===== config.mk =====
export PLATFORM = sky130hd
export DESIGN_NAME = lfsr_stream
export DESIGN_NICKNAME = d
export VERILOG_FILES = /design/src/rtl/lfsr_pkg.sv /design/src/rtl/lfsr_next.sv /design/src/rtl/lfsr_stream.sv
export SDC_FILE = /design/constraint.sdc
export NUM_CORES = 1
export LEC_CHECK = 0
export CAP_MARGIN = 20
export CORE_UTILIZATION = 35
export DETAILED_ROUTE_END_ITERATION = 6
export MAX_ROUTING_LAYER = met4
export PLACE_DENSITY = 0.62
export REMOVE_ABC_BUFFERS = 1
export SETUP_SLACK_MARGIN = 0.5
export SYNTH_ARGS = -nofsm -noshare
export SYNTH_HDL_FRONTEND = slang
export SYNTH_SLANG_ARGS = --single-unit

===== constraint.sdc =====
create_clock -name CLK -period 3.05 [get_ports CLK]
set_clock_uncertainty 0.15 [all_clocks]
set_input_delay 0.61 -clock CLK [delete_from_list [all_inputs] [get_ports CLK]]
set_output_delay 0.61 -clock CLK [all_outputs]
set_load 0.02 [all_outputs]

===== src/rtl/lfsr_pkg.sv =====
// Shared types and constants for the parametrised LFSR stream generator.
// Latency: n/a (declarations only).
// Backpressure: n/a.
package lfsr_pkg;

  // Stream controller states.
  typedef enum logic [1:0] {
    ST_IDLE  = 2'd0,
    ST_RUN   = 2'd1,
    ST_BURST = 2'd2
  } lfsr_state_t;

  // Maximal-length Fibonacci tap masks. Bit i set means state[i] feeds the XOR.
  // Each mask includes bit N-1, so a non-zero state can never reach zero.
  localparam logic [7:0]  LFSR_TAPS_8  = 8'hB8;                  // x^8+x^6+x^5+x^4+1
  localparam logic [15:0] LFSR_TAPS_16 = 16'hB400;               // x^16+x^14+x^13+x^11+1
  localparam logic [31:0] LFSR_TAPS_32 = 32'h8020_0003;          // x^32+x^22+x^2+x+1
  localparam logic [63:0] LFSR_TAPS_64 = 64'hD800_0000_0000_0000; // x^64+x^63+x^61+x^60+1

  // Reset value and replacement for an all-zero seed.
  localparam logic [63:0] LFSR_DEFAULT_SEED = 64'h0000_0000_0000_0001;

endpackage


===== src/rtl/lfsr_next.sv =====
// Combinational next-state function: STEP Fibonacci shifts folded into one cycle.
// Latency: 0 cycles (pure combinational).
// Backpressure: none; the caller decides when to register the result.
module lfsr_next #(
  parameter int              N    = 32,
  parameter logic [N-1:0]    TAPS = N'(32'h8020_0003),
  parameter int              STEP = 1
) (
  input  logic [N-1:0] state_i,
  output logic [N-1:0] next_o
);

  logic [N-1:0] s;

  // Unrolled shift chain: feedback is the parity of the tapped bits, MSB drops out.
  always_comb begin
    s = state_i;
    for (int i = 0; i < STEP; i++) begin
      s = {s[N-2:0], ^(s & TAPS)};
    end
    next_o = s;
  end

endmodule


===== src/rtl/lfsr_stream.sv =====
// LFSR word generator presented as a valid/ready stream with RUN, BURST and single-step GO.
// Latency: Q is the state register; first word is the current state, visible the cycle after entering RUN/BURST.
// Backpressure: Q is held while Q_VALID & !Q_READY; the state advances only on a transfer.
module lfsr_stream
  import lfsr_pkg::*;
#(
  parameter int           N            = 32,
  parameter logic [N-1:0] TAPS         = N'(LFSR_TAPS_32),
  parameter int           STEP         = 1,
  parameter int           CNT_W        = 16,
  parameter logic [N-1:0] DEFAULT_SEED = N'(LFSR_DEFAULT_SEED)
) (
  input  logic             CLK,
  input  logic             RST_N,
  input  logic             INIT,
  input  logic [N-1:0]     SEED,
  input  logic             GO,
  input  logic             RUN,
  input  logic             BURST_START,
  input  logic [CNT_W-1:0] BURST_LEN,
  output logic [N-1:0]     Q,
  output logic             Q_VALID,
  input  logic             Q_READY,
  output logic             BUSY,
  output logic             DONE,
  output logic             ZERO_ERR
);

  lfsr_state_t      state_q, state_d;
  logic [N-1:0]     lfsr_q, lfsr_d;
  logic [CNT_W-1:0] cnt_q, cnt_d;
  logic             vld_q;
  logic             done_q, done_d;
  logic             zerr_q, zerr_d;
  logic [N-1:0]     lfsr_adv;
  logic             xfer;

  lfsr_next #(
    .N    (N),
    .TAPS (TAPS),
    .STEP (STEP)
  ) u_next (
    .state_i (lfsr_q),
    .next_o  (lfsr_adv)
  );

  assign xfer = vld_q & Q_READY;

  // Next-state and control: INIT overrides everything, then per-state handling.
  always_comb begin
    state_d = state_q;
    lfsr_d  = lfsr_q;
    cnt_d   = cnt_q;
    done_d  = 1'b0;
    zerr_d  = 1'b0;

    if (INIT) begin
      // A reload abandons any pending word and never signals DONE.
      state_d = ST_IDLE;
      if (SEED == '0) begin
        lfsr_d = DEFAULT_SEED;
        zerr_d = 1'b1;
      end else begin
        lfsr_d = SEED;
      end
    end else begin
      unique case (state_q)
        ST_IDLE: begin
          if (BURST_START) begin
            if (BURST_LEN != '0) begin
              cnt_d   = BURST_LEN;
              state_d = ST_BURST;
            end else begin
              done_d = 1'b1;
            end
          end else if (RUN) begin
            state_d = ST_RUN;
          end else if (GO) begin
            lfsr_d = lfsr_adv;
          end
        end
        ST_RUN: begin
          if (xfer) begin
            lfsr_d = lfsr_adv;
          end
          // Leave only once no word is left stalled: Q_READY high means this word goes now.
          if (!RUN && Q_READY) begin
            state_d = ST_IDLE;
          end
        end
        ST_BURST: begin
          if (xfer) begin
            lfsr_d = lfsr_adv;
            cnt_d  = cnt_q - CNT_W'(1);
            if (cnt_q == CNT_W'(1)) begin
              state_d = ST_IDLE;
              done_d  = 1'b1;
            end
          end
        end
        default: begin
          state_d = ST_IDLE;
        end
      endcase
    end
  end

  // State, data and pulse registers.
  always_ff @(posedge CLK or negedge RST_N) begin
    if (!RST_N) begin
      state_q <= ST_IDLE;
      lfsr_q  <= DEFAULT_SEED;
      cnt_q   <= '0;
      vld_q   <= 1'b0;
      done_q  <= 1'b0;
      zerr_q  <= 1'b0;
    end else begin
      state_q <= state_d;
      lfsr_q  <= lfsr_d;
      cnt_q   <= cnt_d;
      vld_q   <= (state_d != ST_IDLE);
      done_q  <= done_d;
      zerr_q  <= zerr_d;
    end
  end

  assign Q        = lfsr_q;
  assign Q_VALID  = vld_q;
  assign BUSY     = (state_q != ST_IDLE);
  assign DONE     = done_q;
  assign ZERO_ERR = zerr_q;

endmodule


==> results of run 1 <==
## state kept, by name (all words and copies together), names as in the netlist
register and count:
state_q 2, ZERO_ERR 1, Q_VALID 1, Q 32, cnt_q 16, DONE 1
## through the flow
stage	util [%]	TNS, ns	instances	area [µm²]
5_1_grt	51.0	0	521	4240
2_1_floorplan	-	-16.09	305	2940
4_1_cts	50.8	0	521	4220
3_3_place_gp	48.9	0	509	4060
6_report	51.0	0	521	4240
3_5_place_dp	48.9	0	509	4060
## worst paths after layout
path | from | end | slack [ns]
worst min-delay path | RST_N | Q[1] | 0.17
max in group asynchronous | RST_N | cnt_q[5] | 2.01
worst min register to register | cnt_q[9] | cnt_q[9] | 0.40
min in group CLK | cnt_q[9] | cnt_q[9] | 0.40
worst max register to register | cnt_q[0] | cnt_q[8] | 0.62
worst max-delay path | BURST_LEN[13] | Q_VALID | 0.56
## cell usage after synthesis (6+ instances only)
| cell | n | area [µm²] |
|---|---|---|
| dfrtp_1 | 52 | 1300 |
| nand2_1 | 50 | 188 |
| mux2i_1 | 34 | 340 |
| o21ai_0 | 21 | 105 |
| o21ai_1 | 15 | 75.1 |
| nand3_1 | 14 | 70.1 |
| a21oi_1 | 12 | 60.1 |
| inv_1 | 12 | 45.0 |
| clkbuf_1 | 11 | 41.3 |
| nor4_1 | 10 | 62.6 |
| nor3_1 | 9 | 45.0 |
| nor2_1 | 7 | 26.3 |
| ha_1 | 6 | 75.1 |
| or4_1 | 6 | 45.0 |
## what timing repair did
action	CTS	global route
resized for setup	15	7
pin swaps	6	4
setup endpoints to repair	17	4
setup buffers	4	0
## area by class of cell
type                       instances  share of cell area [%]
clock inverter                     2                   0.916
timing repair buffer             103                    24.0
inverter                          12                    1.06
tap                              105                    3.10
sequential                        53                    31.3
clock buffer                       6                    1.71
multi-input combinational        240                    37.9
## cell families after synthesis
family	after synthesis	share of synthesized area [%]
AO/OA/AOI/OAI	78	16.6
XOR/XNOR	3	0.864
adder cells (fa/ha/maj)	6	2.47
buffers and inverters	31	4.85
flip-flops	53	43.6
multiplexers	36	11.9
AND/OR/NAND/NOR	117	19.6
## routing by layer
layer,GRT usage [%],up-vias
li1,-,1362
met1,27.6,1315
met2,27.6,60
met3,2.23,4
met4,3.79,0
met5,-,-
## power by group through the flow
stage / Clock [mW] / Sequential (mW) / Combinational (mW)
detailed placement: 0 / 1.06 / 0.947
floorplan: 0 / 1.11 / 0.481
finish: 0.487 / 1.06 / 0.957
global placement: 0 / 1.06 / 0.937
global route: 0.529 / 1.08 / 1.05
CTS: 0.500 / 1.05 / 0.960
==> flow_summary.toml, run 1 <==
[status]
status = "completed"

[global_routing]
grt_pass1_vias = 2499
grt.total_usage_pct = 18.7
antenna_found_initial = 0
grt_max_degree = 67
grt_pass1_wl_um = 13000
overflow = 0

[clocking]
cts_tree = "built"
cts_buffers = 5
clk_pin_slew_worst_paths_ns = 0.11
cts.root.buffer_cell = "clkbuf_8"
cts_buffer_depth = 2
htreeDepth = 2
cts_sinks = 53
holdBufCountCts = 0
insertion_delay_ns = 0.30

[logic_synthesis]
synth_flop_cell = "dfrtp_1"
yosysUniqueCellTypes = 51
syn_area_mm2 = 0.00304
netlist_instances = 324
syn_avg_cell_area_um2 = 9.39
yosysWarnings = 0
synth-edff-count = 0
ys_seq_area_share_pct = 43.6
ys_ff_latch = 53
async_flop_share_pct = 100

[detailed_routing]
initialDrtViolationCount = 139
top_layer_used = "met4"
wl_um = 8050
drt_drc_violations_left = 0
vias = 2741
first_pass_iters = 4
ant_nets = 0
avgViaCountPerCell = 5.26
wl_met2_um = 3760
wl_met1_um = 3970
wl_met3_um = 267
wl_per_cell_um = 15.5

[layout]
syn2layout_area_growth_pct = 39.3
nets = 476
multi_input_area_mm2 = 0.00160
final_layout_size_suffix_gt1_share_pct = 9.13
n_fill_cell = 786
final_common_cell = "clkdlybuf4s50_1"
diodes = 0
final_cell_mix = "clkdlybuf4s50_1, dfrtp_1, nand2_1"
seqCellArea_mm2 = 0.00133

[timing]
maxSlewHeadroom_pct = 56.9
period_needed_ns = 2.49
hold_ws_ns = 0.172
rsz0062_at_grt = "true"
period_share_pct = 81.5
worstMarginPinSlew_ns = 0.646
drv_slew = 0
max_freq_mhz = 402
worst_slack_ns = 0.564
setup_violations = 0
hold_viol_final = 0

[pwr]
p_per_area_mw_per_mm2 = 590
p_seq_share_pct = 42.3
netSwitchingPower_uw = 908
sw_frac_of_total_pct = 36.3
total_power_mw = 2.50
p_leak_nw = 1.75
power_frac_clock_pct = 19.5
comb_power_share_pct = 38.3
peakVddDrop_v = 0.000324
p_int_mw = 1.59

[floorplan]
die_w_um = 95.2
core_area_mm2 = 0.00830
ios = 91
chipHeight_um = 95.2
die_area_mm2 = 0.00907
initial_core_util_pct = 36.7
row_count = 33

[flow_run]
cap_violations = 0

[critical_path]
end_kind = "register"
r2r_cells = 7
crit_path_top_delay_cell = "or4_4"
path_cells = "clkdlybuf4s50_1 > or4_4 > o41ai_4 > buf_4 > buf_4 > a2111oi_1 > a31o_1 > o21bai_1"
crit_buf_inv = 3
worstPathArrival_ns = 2.51
critPathMaxFanout = 3
path_class = "input pin to register"
required_ns = 3.08
cpPeakStageDelay_ns = 0.53
timing.critical_path.mode_cell = "buf_4"
worst-path-stages = 8
cp-start-kind = "input pin"
crit_family = "buffers and inverters"

[placement]
hpwlAfterDp_um = 6000
gp_congestion = 0.884
port_buffers = 90
place_ws_ns = 0.0594

[hold_path]
hold_class = "input pin to asynchronous set/reset pin"
No activity file was read; power rests on OpenSTA's default activity.
==> run 2, diff against run 1 <==
PLACE_DENSITY = 0.65   (was 0.62)
clock period = 2.2 ns   (was 3.05 ns; I/O delays follow)
==> flow_summary.toml, run 2 (synthesized netlist as in run 1, its figures left out) <==
[timing]
max_freq_mhz = 427
drv_slew = 0
worstMarginPinSlew_ns = 0.639
hold_ws_ns = 0.280
period_needed_ns = 2.34
worst_slack_ns = -0.142
hold_viol_final = 0
setup_violations = 2
rsz0062_at_grt = "true"
period_share_pct = 106
maxSlewHeadroom_pct = 57.4

[status]
status = "finished, violations left"
violations = "negative setup slack"

[floorplan]
initial_core_util_pct = 36.7
chipHeight_um = 95.2
die_w_um = 95.2
die_area_mm2 = 0.00907
ios = 91
row_count = 33
core_area_mm2 = 0.00830

[clocking]
cts_tree = "built"
insertion_delay_ns = 0.32
clk_pin_slew_worst_paths_ns = 0.11
cts_buffer_depth = 2
cts_sinks = 53
cts_buffers = 5
cts.root.buffer_cell = "clkbuf_8"
htreeDepth = 2

[layout]
final_cell_mix = "dfrtp_1, buf_4, nand2_1"
diodes = 0
seqCellArea_mm2 = 0.00133
final_common_cell = "dfrtp_1"
fin_area_mm2 = 0.00521
syn2layout_area_growth_pct = 71.2
multi_input_area_mm2 = 0.00196
largest_reg_flops = 32
n_fill_cell = 639
final_layout_size_suffix_gt1_share_pct = 36.4
nets = 544

[global_routing]
grt_max_degree = 67
grt_pass1_vias = 3279
grt.total_usage_pct = 24.2
overflow = 0
grt_pass1_wl_um = 16400
antenna_found_initial = 0

[detailed_routing]
wl_per_cell_um = 18.5
drt_drc_violations_left = 0
vias = 3205
wl_um = 10900
avgViaCountPerCell = 5.44
ant_nets = 0
first_pass_iters = 4
initialDrtViolationCount = 144

[placement]
place_area_mm2 = 0.00432
gp_congestion = 0.792
port_buffers = 90
hpwlAfterDp_um = 6530

[hold_path]
hold_class = "input pin to register"

[pwr]
p_per_area_mw_per_mm2 = 822
peakVddDrop_v = 0.000434
p_leak_nw = 2.26

[critical_path]
critPathMaxFanout = 3
cp-start-kind = "register"
required_ns = 2.26
worstPathArrival_ns = 2.40
end_kind = "register"
path_class = "register to register"

[flow_run]
cap_violations = 0
[run 2: per-stage QoR]
step                      TNS (ns)  utilization [%]  setup slack (ns)  instances  total power, mW
after floorplan             -40.45                -             -1.53        305             2.20
after global placement      -19.05             52.1            -0.578        542             2.97
after detailed placement    -20.44             52.1            -0.601        542             3.01
after CTS                  -0.0818             60.2           -0.0751        583             4.05
after global routing        -0.346             62.7            -0.180        589             4.51
final                       -0.148             62.7            -0.142        589             4.28
[run 2: final timing paths]
kind                            end  slack, ns  depth (start not counted)          from
setup / recovery           cnt_q[8]      -0.14                          7      cnt_q[1]
setup reg to reg           cnt_q[8]      -0.14                          7      cnt_q[1]
max in group asynchronous      Q[0]       0.82                          3         RST_N
min in group asynchronous  cnt_q[4]       0.47                          2         RST_N
hold / removal             cnt_q[9]       0.28                          3  BURST_LEN[9]
hold reg to reg            cnt_q[9]       0.39                          2      cnt_q[9]
[run 2: layout make-up]
class	instances	share of cell area [%]
repair buffers	171	31.7
inverters	12	0.985
clock inverters	3	0.408
multi-input cells	240	37.6
well taps	105	2.52
clock buffers	5	1.32
flip-flops and latches	53	25.5
[run 2: critical path: stages (launching register included)]
cell	delay, ns
dfrtp_1	0.42
inv_2	0.10
ha_4	0.13
or3b_4	0.37
or3_4	0.36
or3_4	0.35
o22a_1	0.18
o22a_1	0.19
[run 2: timing repair]
item | CTS | global route
gates resized for setup | 198 | 45
hold buffers | 1 | 0
buffers inserted | 27 | 6
pin swaps | 35 | 13
endpoints found under the hold margin | 18 | 0
setup endpoints to repair | 88 | 59
gates cloned | 5 | 0
[run 2: report_power, final]
part / internal [mW] / switching [mW] / leakage [nW]
Sequential: 1.21 / 0.235 / 0.639
Combinational: 1.18 / 1.07 / 1.57
Clock: 0.227 / 0.364 / 0.0445
[run 2: layer usage]
metal  vias to the layer above  global-route usage (%)  share of wire (%)
li1                       1496                       -                  -
met1                      1596                    30.4                 42
met2                        96                    39.2                 52
met3                        17                    3.43                3.8
met4                         0                    9.34                2.2
met5                         -                       -                  0
==> run 3, diff against run 2 <==
CORE_UTILIZATION = 25   (was 35)
PLACE_DENSITY = 0.5   (was 0.65)
==> flow_summary.toml, run 3 (synthesized netlist as in run 1, its figures left out) <==
[hold_path]
hold_class = "input pin to register"
hold_depth = 3
hp-start = "BURST_LEN[9]"

[clocking]
cts_buffer_depth = 2
insertion_delay_ns = 0.29
cts_buffers = 5
cts.root.buffer_cell = "clkbuf_16"
htreeDepth = 2
clk_pin_slew_worst_paths_ns = 0.08
cts_sinks = 53
cts_tree = "built"

[timing]
fin_setup_tns_ns = -0.154
worst_slack_ns = -0.0983
drv_slew = 0
worstMarginPinSlew_ns = 0.645
maxSlewHeadroom_pct = 57.0
hold_viol_final = 0
period_share_pct = 104
period_needed_ns = 2.30
max_freq_mhz = 435
setup_violations = 2
rsz0062_at_grt = "true"

[layout]
final_common_cell = "buf_4"
nets = 541
syn2layout_area_growth_pct = 69.5
final_core_util_pct = 44.4
final_cell_mix = "buf_4, dfrtp_1, nand2_1"
diodes = 0
n_fill_cell = 1128
final_layout_size_suffix_gt1_share_pct = 33.3
largest_reg_flops = 32
finalNonFillerCells = 624

[critical_path]
end_kind = "register"
critPathMaxFanout = 3
worstPathArrival_ns = 2.34
required_ns = 2.24
reg2reg_from = "cnt_q[0]"
r2r_cells = 7
path_class = "register to register"
cp-startpoint = "cnt_q[0]"
cp-start-kind = "register"

[placement]
gp_congestion = 0.841
dp.cells = 581
hpwlAfterDp_um = 7000
port_buffers = 90

[floorplan]
initial_core_util_pct = 26.2
core_area_mm2 = 0.0116
row_count = 39
die_w_um = 112
ios = 91
die_area_mm2 = 0.0126
chipHeight_um = 112

[flow_run]
cap_violations = 0

[detailed_routing]
drt_drc_violations_left = 1
initialDrtViolationCount = 200
vias = 3065
ant_nets = 0
wl_um = 10400
wl_per_cell_um = 16.7
avgViaCountPerCell = 4.91
first_pass_iters = 6

[global_routing]
grt_pass1_wl_um = 16800
grt.total_usage_pct = 17.5
antenna_found_initial = 0
grt_pass1_vias = 3148
grt_max_degree = 67
overflow = 0

[pwr]
p_leak_nw = 2.24
p_per_area_mw_per_mm2 = 863
peakVddDrop_v = 0.000378

[status]
violations = "design-rule violations, negative setup slack"
status = "finished, violations left"
==> run 3: critical path, stage by stage, from the launching register on <==
cell	delay, ns
dfrtp_1	0.39
inv_2	0.09
ha_4	0.13
or3b_4	0.38
or3_4	0.34
or3_4	0.37
o22a_1	0.16
o22a_1	0.19
==> run 3: layout make-up <==
class	instances	area (µm²)	area share (%)
clock inverter	2	38.8	0.752
inverter	12	51.3	0.995
tap	143	179	3.47
sequential	53	1330	25.7
clock buffer	6	129	2.50
timing repair buffer	166	1550	30.1
multi-input combinational	242	1880	36.5
==> run 3: path summary, 6_finish.rpt <==
path / to / slack, ns
min in group asynchronous: Q[19] / 0.48
worst min register to register: cnt_q[9] / 0.39
worst max-delay path: cnt_q[8] / -0.1
worst max register to register: cnt_q[8] / -0.1
max in group asynchronous: Q[2] / 0.82
worst min-delay path: cnt_q[9] / 0.30
==> run 3: report_power, final <==
part	internal [mW]	switching, mW	leakage (nW)
sequential	1.21	0.227	0.639
combinational	1.13	0.983	1.52
clock	0.540	0.364	0.0810
total	2.88	1.57	2.24
==> run 3: layer usage <==
layer / up-vias / track usage, % / part of all wire, %
li1: 1496 / - / -
met1: 1476 / 22.9 / 46
met2: 75 / 28.2 / 49
met3: 18 / 2.11 / 3.1
met4: 0 / 5.60 / 1.8
met5: - / - / 0
==> run 3: per-stage QoR <==
step | total power, mW | area (µm²) | hold slack [ns] | setup slack, ns
after global routing | 4.71 | 5160 | 0.334 | -0.163
final | 4.45 | 5160 | 0.296 | -0.0983
after CTS | 4.29 | 4990 | 0.291 | -0.0841
after floorplan | 2.20 | 2940 | -0.00559 | -1.53
after detailed placement | 3.00 | 4380 | 0.271 | -0.615
after global placement | 2.98 | 4380 | 0.270 | -0.564
==> run 3: what timing repair did <==
| action | 4_1_cts | 5_1_grt |
|---|---|---|
| buffers inserted | 19 | 9 |
| gates cloned | 6 | 0 |
| resized for setup | 177 | 34 |
| endpoints found under the hold margin | 14 | 0 |
| setup endpoints to repair | 88 | 56 |
| pin swaps | 20 | 20 |
| hold buffers | 1 | 0 |
==> RTL change 1 (flow settings as in run 2) <==
The parameter `CNT_W` goes from 16 to 14.
--- a/src/rtl/lfsr_stream.sv
+++ b/src/rtl/lfsr_stream.sv
@@ -8,5 +8,5 @@
   parameter logic [N-1:0] TAPS         = N'(LFSR_TAPS_32),
   parameter int           STEP         = 1,
-  parameter int           CNT_W        = 16,
+  parameter int           CNT_W        = 14,
   parameter logic [N-1:0] DEFAULT_SEED = N'(LFSR_DEFAULT_SEED)
 ) (
Interface: changed (resized BURST_LEN); port bits go from 91 to 89. The function was not compared with the original's and may differ.
==> RTL change 1 against run 2 <==
- wire length is 24% lower
- critical path type unchanged
- sequential cell count shrank 2
- count of clock-buffer cells in the layout up 1
- design area down 11%
- critical path depth shrank 2
- total power fell by 24%
- synthesized area down 2.6%
- setup slack better by 0.27 ns
- sequential share of layout area increased by 2.1 points
==> RTL change 1: results (changes against run 2) <==
Initial DRC Count 60 (was 144); Post-Synth Adder-Cell Area 0.0253 (was 0.0247); maximum vdd drop 0.360 mV (was 0.434 mV); minimum hold slack 0.251 ns (was 0.280 ns); Worst-Skew Late Latency 0.30 ns (was 0.32 ns); Worst Reg2Reg Path Length in Cells 5 (was 7); CP max FO 6 (was 3); Clk pwr share 0.177 (was 0.138); R2R Setup Slk 0.12 ns (was -0.14 ns); total wire length 8.31 mm (was 10.9 mm); largest family of logic cells by synthesized area compound AO/OA/AOI/OAI gates (was simple AND/OR/NAND/NOR gates); vias in the first global route 2,864 (was 3,279); first-pass GRT wire length 13.5 mm (was 16.4 mm); dpl hpwl 6.01 mm (was 6.53 mm); CTS clk-pin slew, worst paths 0.09 ns (was 0.11 ns); P_leak 2.01 nW (was 2.26 nW); CP startpoint cnt_q[7] (was cnt_q[1]); Netlist cell types 57 (was 51); worst path arrival time 2.15 ns (was 2.40 ns); Via Count 2,834 (was 3,205); largest net degree at the start of global routing 52 (was 67); PwrDens 703 nW/um2 (was 822 nW/um2); dpl ws -0.353 ns (was -0.601 ns); CP endpoint cnt_q[11] (was cnt_q[8]); Hold Path Origin BURST_LEN[5] (was BURST_LEN[9]); worst setup margin 0.124 ns (was -0.142 ns); Most used DFF post-synth dfrtp_1 (unchanged); Hold Path End cnt_q[5] (was cnt_q[9]); Seq/Total Area, Yosys 0.431 (was 0.436); Filler cells 756 (was 639); I/O Buffers 88 (was 90); Synth Area in Compound Gates 0.198 (was 0.166); status finished, final reports clean (was complete, but fails checks); post-synthesis mux area share 0.109 (was 0.119); Slew @ Worst Pin 0.373 ns (was 0.639 ns); Worst path slowest cell or4_4 (was dfrtp_1); routability congestion estimate 0.851 (was 0.792); most common library cells after synthesis dfrtp_1, nand2_1, o21ai_0, mux2i_1, nor2_1 (was dfrtp_1, nand2_1, mux2i_1, o21ai_0, o21ai_1); slowest stage delay, CP 0.62 ns (was 0.42 ns); leading post-synthesis cells by cell area dfrtp_1, mux2i_1, o21ai_0 (was dfrtp_1, mux2i_1, nand2_1); Synth Area in XOR/XNOR 0.00591 (was 0.00864); Final #Nets 502 (was 544); share of layout cells above drive strength 1 0.295 (was 0.364); PostCTS Resize Cnt 151 (was 198)
[RTL change 1: cell count changes after synthesis, moves of 4 or more]
cell      change
mux2i_1       -4
nand2_1       -7
or4_1         -6
nor3_1        -5
nand3_1      -10
nor2_1        +8
a221oi_2      +4
o21ai_1      -14
o21ai_0      +19
[RTL change 1: metrics by stage]
stage	utilization	area, um2	std cells
floorplan	-	2880	292
global placement	0.515	4230	524
detailed placement	0.515	4230	524
CTS	0.554	4550	545
global route	0.564	4640	549
finish	0.564	4640	549
[RTL change 1: routing by layer]
metal,part of all wire,track usage,vias up
met5,0,-,-
met4,0.0037,0.0487,0
met3,0.071,0.0372,3
met2,0.49,0.340,93
met1,0.44,0.247,1345
li1,-,-,1393
[RTL change 1: final cells by class]
| cell class | instances | area share |
|---|---|---|
| tap | 105 | 0.0283 |
| timing repair buffer | 144 | 0.285 |
| clock buffer | 6 | 0.0178 |
| inverter | 12 | 0.0108 |
| clock inverter | 2 | 0.00351 |
| sequential | 51 | 0.276 |
| multi-input combinational | 229 | 0.378 |
==> RTL change 2 (flow settings as in run 2) <==
Made on the original files. Remove the register `zerr_q`: a continuous assignment takes its place, so the output `ZERO_ERR` follows one clock earlier.
--- a/src/rtl/lfsr_stream.sv
+++ b/src/rtl/lfsr_stream.sv
@@ -114,5 +114,4 @@
       vld_q   <= 1'b0;
       done_q  <= 1'b0;
-      zerr_q  <= 1'b0;
     end else begin
       state_q <= state_d;
@@ -121,7 +120,8 @@
       vld_q   <= (state_d != ST_IDLE);
       done_q  <= done_d;
-      zerr_q  <= zerr_d;
     end
   end
+
+  assign zerr_q = zerr_d;
 
   assign Q        = lfsr_q;
Function: changed (Yosys sat finds a counterexample within 4 cycles, from zero or initial values and one cycle with RST_N low).
==> RTL change 2 against run 2 <==
- sequential cell count shrank 1
- setup slack gained 0.031 ns
- first-iteration DRC count grew 5.6%
- synthesized area shrank 0.82%
- wire length shrank 1.5%
- critical path type unchanged
- the flow still finishes with violations (setup timing)
- total power grew 3.1%
- largest power group unchanged
- global-route usage shrank 0.93 points
- design area grew 5.6%
- synthesized cell count shrank 0.31%
==> RTL change 2: results (changes against run 2) <==
status complete, but fails checks (unchanged); failing checks setup timing (unchanged); first-pass GRT wire length 15.9 mm (was 16.4 mm); Slew @ Worst Pin 0.431 ns (was 0.639 ns); P_leak 2.49 nW (was 2.26 nW); total wire length 10.7 mm (was 10.9 mm); Max Used Layer met4 (unchanged); Non-clk bufs 205 (was 171); largest net degree at the start of global routing 53 (was 67); Clock Path Buffers 2 (unchanged); Post-Synthesis Cells 323 (was 324); routability congestion estimate 0.791 (was 0.792); clk tree area frac 0.0209 (was 0.0173); vias in the first global route 3,151 (was 3,279); Via Count 3,255 (was 3,205); Synth Area in XOR/XNOR 0.00871 (was 0.00864); area of the multi-input gates 1980 um2 (was 1960 um2); total clock sinks 52 (was 53); met1 wire length 4.63 mm (was 4.54 mm); Post-CTS Setup Bufs 27 (unchanged); H-tree Lvls 2 (unchanged); slowest stage delay, CP 0.40 ns (was 0.42 ns); Seq/Total Area, Yosys 0.432 (was 0.436); wire length on met3 295 um (was 413 um); Avg Cell Area, Syn 9.34 um2 (was 9.39 um2); GR Util met2 0.394 (was 0.392); Synth Area in Compound Gates 0.168 (was 0.166); met1 Resource Use GR 0.301 (was 0.304); Worst-Skew Late Latency roughly 0.31 ns; share of layout cells above drive strength 1 0.416 (was 0.364); most common library cells after synthesis dfrtp_1, nand2_1, mux2i_1, o21ai_0, o21ai_1 (unchanged); final setup fails 6 (was 2); Reg area 1300 um2 (was 1330 um2); Placed Instance Area 4550 um2 (was 4320 um2); met2 WL 5.60 mm (was 5.67 mm); Worst path slowest cell dfrtp_1 (unchanged); dpl ws -0.751 ns (was -0.601 ns); worst setup margin -0.111 ns (was -0.142 ns); CTS Buf Count 5 (unchanged); Post-Synth Adder-Cell Area 0.0249 (was 0.0247); Total Routing Usage GR 0.232 (was 0.242); post-synthesis mux area share 0.120 (was 0.119); PostCTS Resize Cnt 192 (was 198); M3 GR Usage 0.0225 (was 0.0343); minimum hold slack 0.268 ns (was 0.280 ns); Final #Nets 577 (was 544); vias per cell 5.23 (was 5.44); dpl hpwl 6.57 mm (was 6.53 mm); setup TNS -0.250 ns (was -0.148 ns); Initial DRC Count 152 (was 144); maximum vdd drop 0.420 mV (was 0.434 mV); Filler cells 624 (was 639); register share of the cell area 0.237 (was 0.255); first drt pass iteration count 4 (unchanged); Placed Cells 572 (was 542); NonClk Buf Share 0.349 (was 0.317); leading post-synthesis cells by cell area dfrtp_1, mux2i_1, nand2_1 (unchanged)
==> RTL change 2: cell count changes after synthesis <==
cell / delta
dfrtp_1: -1
==> RTL change 2: final timing paths <==
kind | start | end | cells past startpoint
max | cnt_q[1] | cnt_q[8] | 7
min | BURST_LEN[9] | cnt_q[9] | 3
max reg2reg | cnt_q[1] | cnt_q[8] | 7
min reg2reg | cnt_q[9] | cnt_q[9] | 2
max in group asynchronous | RST_N | Q[0] | 3
min in group asynchronous | RST_N | cnt_q[15] | 3
==> RTL change 2: where the power goes <==
group          leakage [nW]  internal, mW  switching [mW]
clock network        0.0548         0.344           0.344
logic                  1.82          1.24            1.09
registers             0.623          1.19           0.205
==> RTL change 2: critical path, delay by kind of cell, from the launching register on <==
kind                     cells  cell delay [ns]
AND/OR/NAND/NOR              3             1.06
AO/OA/AOI/OAI                2             0.37
buffers and inverters        1             0.10
adder cells (fa/ha/maj)      1             0.14
flip-flops                   1             0.40
